### src/rtl/shazam_pkg.sv
// Shared types for the fingerprint path: band geometry, the packed {bin, magnitude}
// peak entry, and a helper that zeroes entries that fall below a magnitude floor.
// Latency: n/a (types only). Backpressure: n/a.
package shazam_pkg;

  localparam int NUM_BINS  = 512;
  localparam int NUM_BANDS = 16;
  localparam int BAND_SIZE = NUM_BINS / NUM_BANDS;
  localparam int MAG_W     = 16;
  localparam int IDX_W     = $clog2(NUM_BINS);
  localparam int OFF_W     = $clog2(BAND_SIZE);
  localparam int BAND_W    = $clog2(NUM_BANDS);

  typedef struct packed {
    logic [IDX_W-1:0] bin;
    logic [MAG_W-1:0] mag;
  } peak_t;

  typedef peak_t peaks_t [NUM_BANDS];

  // Entries quieter than the floor are reported as all-zero so the transmitter
  // can tell "no meaningful peak" apart from a real one.
  function automatic peak_t floor_peak(input peak_t p, input logic [MAG_W-1:0] min_mag);
    return (p.mag < min_mag) ? peak_t'('0) : p;
  endfunction

endpackage

### src/rtl/band_max_tracker.sv
// Running {bin, magnitude} maximum for the band currently streaming past.
// Latency: winner is combinational over the current sample; state updates 1 clk later.
// Backpressure: none; accepts a sample every cycle.
// Ports: clear (drop running max), sample (candidate present), load (first candidate
// of a band, taken unconditionally), cand (current {bin, mag}), winner (max incl. cand).
module band_max_tracker
  import shazam_pkg::*;
(
  input  logic  clk,
  input  logic  rst,
  input  logic  clear,
  input  logic  sample,
  input  logic  load,
  input  peak_t cand,
  output peak_t winner
);

  peak_t run_max;

  // Strict compare: on a tie the earlier (lower) bin is kept.
  always_comb begin
    winner = run_max;
    if (load || (cand.mag > run_max.mag)) begin
      winner = cand;
    end
  end

  always_ff @(posedge clk or posedge rst) begin
    if (rst) begin
      run_max <= '0;
    end else if (clear) begin
      run_max <= '0;
    end else if (sample) begin
      run_max <= winner;
    end
  end

endmodule

### src/rtl/band_peak_finder.sv
// Per-band loudest-bin finder over a 512-bin magnitude frame; publishes 16 {bin, mag} maxima.
// Latency: maximas/maximas_found update 1 clk after the bin-511 strobe.
// Backpressure: none; strobes may arrive every cycle, frame_sync aborts the partial frame.
// Ports: clk, reset (async, active-high), magnitude_ready/magnitude (bin stream),
// frame_sync (realign to bin 0), maximas (entry b = {bin, mag}), maximas_found, bin_count.
module band_peak_finder
  import shazam_pkg::*;
#(
  parameter logic [MAG_W-1:0] MIN_MAG = '0
) (
  input  logic                                        clk,
  input  logic                                        reset,
  input  logic                                        magnitude_ready,
  input  logic [MAG_W-1:0]                            magnitude,
  input  logic                                        frame_sync,
  output logic [NUM_BANDS-1:0][IDX_W+MAG_W-1:0]       maximas,
  output logic                                        maximas_found,
  output logic [IDX_W-1:0]                            bin_count
);

  logic [BAND_W-1:0] band;
  logic [OFF_W-1:0]  offset;
  logic              cand_vld;
  logic              first_cand;
  logic              band_end;
  logic              frame_end;
  peak_t             cand;
  peak_t             winner;
  peak_t             committed;
  peak_t             staging [NUM_BANDS];

  assign band   = bin_count[IDX_W-1:OFF_W];
  assign offset = bin_count[OFF_W-1:0];

  // DC (bin 0) is counted but never competes; a sync cycle's sample is also bin 0.
  assign cand_vld   = magnitude_ready && !frame_sync && (bin_count != '0);
  assign first_cand = (offset == '0) || (bin_count == IDX_W'(1));
  assign band_end   = cand_vld && (offset == '1);
  assign frame_end  = band_end && (band == '1);

  assign cand.bin = bin_count;
  assign cand.mag = magnitude;

  assign committed = floor_peak(winner, MIN_MAG);

  band_max_tracker u_tracker (
    .clk    (clk),
    .rst    (reset),
    .clear  (frame_sync),
    .sample (cand_vld),
    .load   (first_cand),
    .cand   (cand),
    .winner (winner)
  );

  always_ff @(posedge clk or posedge reset) begin
    if (reset) begin
      bin_count     <= '0;
      maximas       <= '0;
      maximas_found <= 1'b0;
      for (int b = 0; b < NUM_BANDS; b++) begin
        staging[b] <= '0;
      end
    end else begin
      maximas_found <= 1'b0;

      if (frame_sync) begin
        bin_count <= magnitude_ready ? IDX_W'(1) : '0;
      end else if (magnitude_ready) begin
        bin_count <= bin_count + IDX_W'(1);
      end

      if (band_end) begin
        staging[band] <= committed;
      end

      // Last band bypasses staging so the whole set lands on the same edge.
      if (frame_end) begin
        for (int b = 0; b < NUM_BANDS-1; b++) begin
          maximas[b] <= staging[b];
        end
        maximas[NUM_BANDS-1] <= committed;
        maximas_found        <= 1'b1;
      end
    end
  end

endmodule

### config.mk
export PLATFORM = sky130hd
export DESIGN_NAME = band_peak_finder
export DESIGN_NICKNAME = d
export VERILOG_FILES = /design/src/rtl/shazam_pkg.sv /design/src/rtl/band_max_tracker.sv /design/src/rtl/band_peak_finder.sv
export SDC_FILE = /design/constraint.sdc
export NUM_CORES = 1
export LEC_CHECK = 0
export ABC_AREA = 1
export ABC_CLOCK_PERIOD_IN_PS = 41200
export CAP_MARGIN = 10
export CORE_MARGIN = 2
export CORE_UTILIZATION = 47
export DETAILED_ROUTE_END_ITERATION = 8
export PLACE_DENSITY = 0.67
export SYNTH_ARGS = -nofsm -noshare
export SYNTH_HDL_FRONTEND = slang
export SYNTH_HIERARCHICAL = 1
export SYNTH_SLANG_ARGS = --single-unit
### constraint.sdc
create_clock -name clk -period 41.2 [get_ports clk]
set_input_delay 8.24 -clock clk [delete_from_list [all_inputs] [get_ports clk]]
set_output_delay 8.24 -clock clk [all_outputs]
set_load 0.05 [all_outputs]
Word level (Yosys, flattened, before mapping)
Cells that the tools add are included.

operators by class
  add/sub/neg operators = 1
  multipliers = 0
  divide/modulo/power cells = 0
  order comparisons = 4
  equality and inequality tests = 3
  shift operators = 0
  mux-type cells = 11
  bitwise operators = 1
  reduce and logical (&&, ||, !) cells = 12

operators with widths
  cell                                                                            count
  400-bit bitwise mux                                                             1
  25-bit 2-to-1 mux                                                               5
  25-bit demux with 4-bit select                                                  1
  9-bit 2-to-1 mux                                                                2
  16-bit greater-than comparator                                                  1
  16-bit by 1-bit less-than comparator with 1-bit output (second input constant)  1
  9-bit by 1-bit adder with 9-bit output (second input constant)                  1
  9-bit by 1-bit equality test with 1-bit output (second input constant)          1
  9-bit nonzero test                                                              1
  5-bit equality test (second input constant)                                     1
  5-bit greater-or-equal comparator (second input constant)                       1
  1-bit logical AND                                                               5
  5-bit logical NOT                                                               1
  5-bit by 1-bit less-than comparator with 1-bit output (second input constant)   1
  4-bit NOT with 5-bit output                                                     1
  4-bit equality test (second input constant)                                     1
  2-bit nonzero test                                                              2
  1-bit logical OR                                                                2
  1-bit 2-to-1 mux                                                                2
  1-bit logical NOT                                                               1

storage, ports and cells
  register bits = 835
  bits in latches = 0
  bits in writable memories = 0
  memory bits (read-only) = 0
  bits of input ports = 20
  output and inout bits = 410
  word-level logic and storage cells = 84
  memories kept = 0

Longest topological paths before layout
  depth after elaboration = 7
  depth in mapped cells = 19
  gate-level depth less buffers = 17

Modules after synthesis
Netlist, hierarchy kept.

modules (own cells, without submodules)
  module            instances  cells each  area an instance (µm²)  sequential area each (µm²)
  band_peak_finder  1          3,451       31,313.8                19,643.8
  band_max_tracker  1          295         1,979.4                 625.6

Least setup slack after synthesis
No wires, ideal clock.

  path kind = input to register
  from = in magnitude[11]
  to = reg staging[343] (netlist name)
  setup time = 0.066 ns
  arrival = 9.965 ns
  data required time = 41.134 ns
  setup slack = 31.169 ns
  stages = 13
  path buffers = 2
  path through = ha_1 > a21oi_1 > nand2_1 > a21oi_1 > nand2_2 > nand2_4 > nand2_4 > buf_6 > nand2_1 > and2_1 > clkbuf_1 > nand4_1 > nand2_1

RTL lines
  item                            RTL line                text
  start: declaration              band_peak_finder.sv:14  input logic [MAG_W-1:0] magnitude,
  end signal: indexed assignment  band_peak_finder.sv:74  staging[band] <= committed;
  end: declaration                band_peak_finder.sv:30  peak_t staging [NUM_BANDS];

Worst setup path after layout
  from = in frame_sync
  to = reg maximas[356] (netlist name)

on the way
  word-level cells in the longest chain between the ends = 5

ends and longest elaborated chain
  item                            RTL line                text
  start: declaration              band_peak_finder.sv:15  input logic frame_sync,
  1-bit logical NOT               band_peak_finder.sv:36  assign cand_vld = magnitude_ready && !frame_sync && (bin_count != '0);
  1-bit logical AND (2 in a row)  band_peak_finder.sv:36
  1-bit logical AND               band_peak_finder.sv:38  assign band_end = cand_vld && (offset == '1);
  1-bit logical AND               band_peak_finder.sv:39  assign frame_end = band_end && (band == '1);
  end signal: indexed assignment  band_peak_finder.sv:80  maximas[b] <= staging[b];
  end signal: indexed assignment  band_peak_finder.sv:82  maximas[NUM_BANDS-1] <= committed;
  end: declaration                band_peak_finder.sv:16  output logic [NUM_BANDS-1:0][IDX_W+MAG_W-1:0] maximas,

No other way between the ends.
A chain may end at the register's enable or synchronous reset.

==> impl_metrics.tcl <==
set metrics [dict create \
    power_density_nw_per_um2 43.07 \
    final_nets 4064 \
    routed_wl_mm 108.0 \
    setup_viol 0 \
    drtIter0Drc 3083 \
    antennaDiodeCount 0 \
    status "finished clean" \
    h-tree-depth 3 \
    grt_antenna_before_repair 3 \
    crit_required_ps 41770 \
    clkLatencyLatePin_ps 640 \
    gp_congestion 0.8172 \
    clkTransAtPathRegs_ps 60 \
    max_cap_viol_count 0 \
    cp-end-kind "register" \
    grt_overflow 0 \
    layout_common_cells "nand2_1 (1,589), dfrtp_1 (810), clkdlybuf4s50_1 (429), o21ai_1 (334), o21ai_0 (275)" \
    cts_sinks 810 \
    min_period_ps 12520 \
    first_pass_iters 5 \
    critPathMaxFanout 91 \
    final_antenna_net_count 0 \
    worst_slack_ps 28680 \
    grt_max_degree 223 \
    hold_buffers 0 \
    synth_cell_type_count 26 \
    port_buffers 429 \
    final.fill_count 6159 \
    relSlewSlack 0.1133 \
    rsz0062_at_grt "no" \
    yosys.area.top_type_share 0.6088 \
    core-area_sq_um 70030 \
    wire_per_inst_microns 21.46 \
    dieArea_sq_um 72980 \
    drv_slew 0 \
    mostFrequentLayoutCell "nand2_1" \
    dp_hpwl_mm 62.44 \
    dieWidth_microns 270.2 \
    initial_core_util 0.4754 \
    power.switching_mw 0.4357 \
    swShare 0.2473 \
    cts_setup_buffers 0 \
    synthTopCellsByArea "dfrtp_1 (61%), nand2_1 (18%), o21ai_1 (5.0%)" \
    ys_seq_elements 810 \
    cts_buffers 84 \
    critical_path_class "in2reg" \
    yosysTopAreaCell "dfrtp_1" \
    p_seq_frac 0.455 \
    fmax_ghz 0.07984 \
    p_comb_frac 0.074 \
    viasPerCell 5.492 \
    yosysSeqAreaShare 0.6088 \
    ir_worst_vdd_uv 30.61 \
    rows 97 \
    grt_pass1_wl_mm 165.0 \
    internal-power_mw 1.326 \
    io_pins 430 \
    track_usage 0.2931 \
    route.detailed.drc 0 \
    yosysWarnings 6 \
    hold_path.class "reg2reg" \
    root_buffer "clkbuf_16" \
    clockBufferDepth 3 \
    start_kind "input port" \
    place_ws_ps 28020 \
    fin_worst_skew_ps 24.27 \
    fp.dieH_microns 270.2 \
    netlist_area_sq_um 33290 \
    areaGrowthSynthToFinish_pct 22.85 \
    cts_resized 0 \
    rrSetupSlack_ps 35570 \
    post-route-period-util 0.3040 \
    synth_cells 3746 \
    leakage_nw 21.74 \
    vias 27630 \
    worst_pin_slew_ps 1330 \
    grt_pass1_vias 26460 \
    synth_nets 3786 \
    drive_above_1_share 0.05598 \
    clock_power_share 0.471 \
    setup-tns-final_ps 0 \
    hold_viol 0 \
    cts_tree "yes" \
    hold_slack_ps 460.3 \
    synth_area_per_cell_sq_um 8.888 \
    arrival_ps 13090 \
]
## power by group through the flow
stage	Clock [mW]	Sequential [mW]	Combinational (mW)
3_5_place_dp	0	0.816	0.128
6_report	0.830	0.801	0.130
3_3_place_gp	0	0.816	0.127
2_1_floorplan	0	0.817	0.0600
4_1_cts	0.839	0.801	0.128
5_1_grt	0.873	0.801	0.137
## path summary, 6_finish.rpt
| path | from | to | cells after the start |
|---|---|---|---|
| setup reg to reg | bin_count[0]$_DFFE_PP0P_ | maximas[356]$_DFFE_PP0P_ | 10 |
| hold / removal | staging[85]$_DFFE_PP0P_ | maximas[310]$_DFFE_PP0P_ | 2 |
| setup / recovery | frame_sync | maximas[356]$_DFFE_PP0P_ | 8 |
| min in group asynchronous | reset | staging[317]$_DFFE_PP0P_ | 2 |
| hold reg to reg | staging[85]$_DFFE_PP0P_ | maximas[310]$_DFFE_PP0P_ | 2 |
| max in group asynchronous | reset | maximas[271]$_DFFE_PP0P_ | 5 |
## state kept, by name (all words and copies together) (netlist names)
register / count
maximas: 400
staging: 375
u_tracker/run_max: 25
bin_count: 9
maximas_found: 1
## stage by stage
stage | total power, mW | cell area, sq um | util | instances
detailed placement | 0.9439 | 37890 | 0.5411 | 4878
global route | 1.811 | 40900 | 0.5841 | 5031
global placement | 0.9430 | 37890 | 0.5411 | 4878
finish | 1.761 | 40900 | 0.5841 | 5031
CTS | 1.769 | 40900 | 0.5841 | 5031
floorplan | 0.8774 | 33290 | - | 3746
## cell usage after synthesis
cell	number
nand4_2	9
nor3_2	1
clkinv_1	1
buf_4	44
clkbuf_1	142
nor2_4	5
nand2_4	2
inv_2	3
a21oi_1	8
nor2_1	23
dfrtp_1	810
ha_1	20
inv_1	99
and2_1	25
nor2_2	9
nand3_1	56
buf_6	3
nor3_1	3
nand2_2	3
buf_1	10
nand2_1	1591
o21ai_0	275
nand4_1	179
a21o_1	1
o21ai_1	334
buf_2	90
## worst max-delay path, cell delays in order
cell	delay [ps]
clkdlybuf4s50_1	570
nor2_4	520
nand4_4	740
nor2_4	1020
buf_4	770
buf_4	900
nand2_1	160
nand2_1	120
## logic make-up (layout without fill, tap and decap cells)
family,count (synthesis),after routing,synth area share
buffers and inverters,392,737,0.05322
AO/OA/AOI/OAI,618,618,0.09298
AND/OR/NAND/NOR,1906,1906,0.2375
flip-flops,810,810,0.6088
adder cells (fa/ha/maj),20,20,0.007516
## layout make-up
class / count / area (sq um) / area share
sequential: 810 / 20270 / 0.4956
multi-input combinational: 2544 / 11310 / 0.2766
timing repair buffer: 481 / 4735 / 0.1158
clock buffer: 126 / 2491 / 0.06091
tap: 940 / 1176 / 0.02876
clock inverter: 27 / 520.5 / 0.01273
inverter: 103 / 394.1 / 0.009636
## layer usage
metal,global-route usage,vias up,share of wire
met4,0.1073,2,0.034
met3,0.05236,187,0.076
li1,-,12690,-
met2,0.4468,1135,0.46
met1,0.4215,13610,0.43
met5,0,-,0.00010
Power figures use the tool's default switching activity.
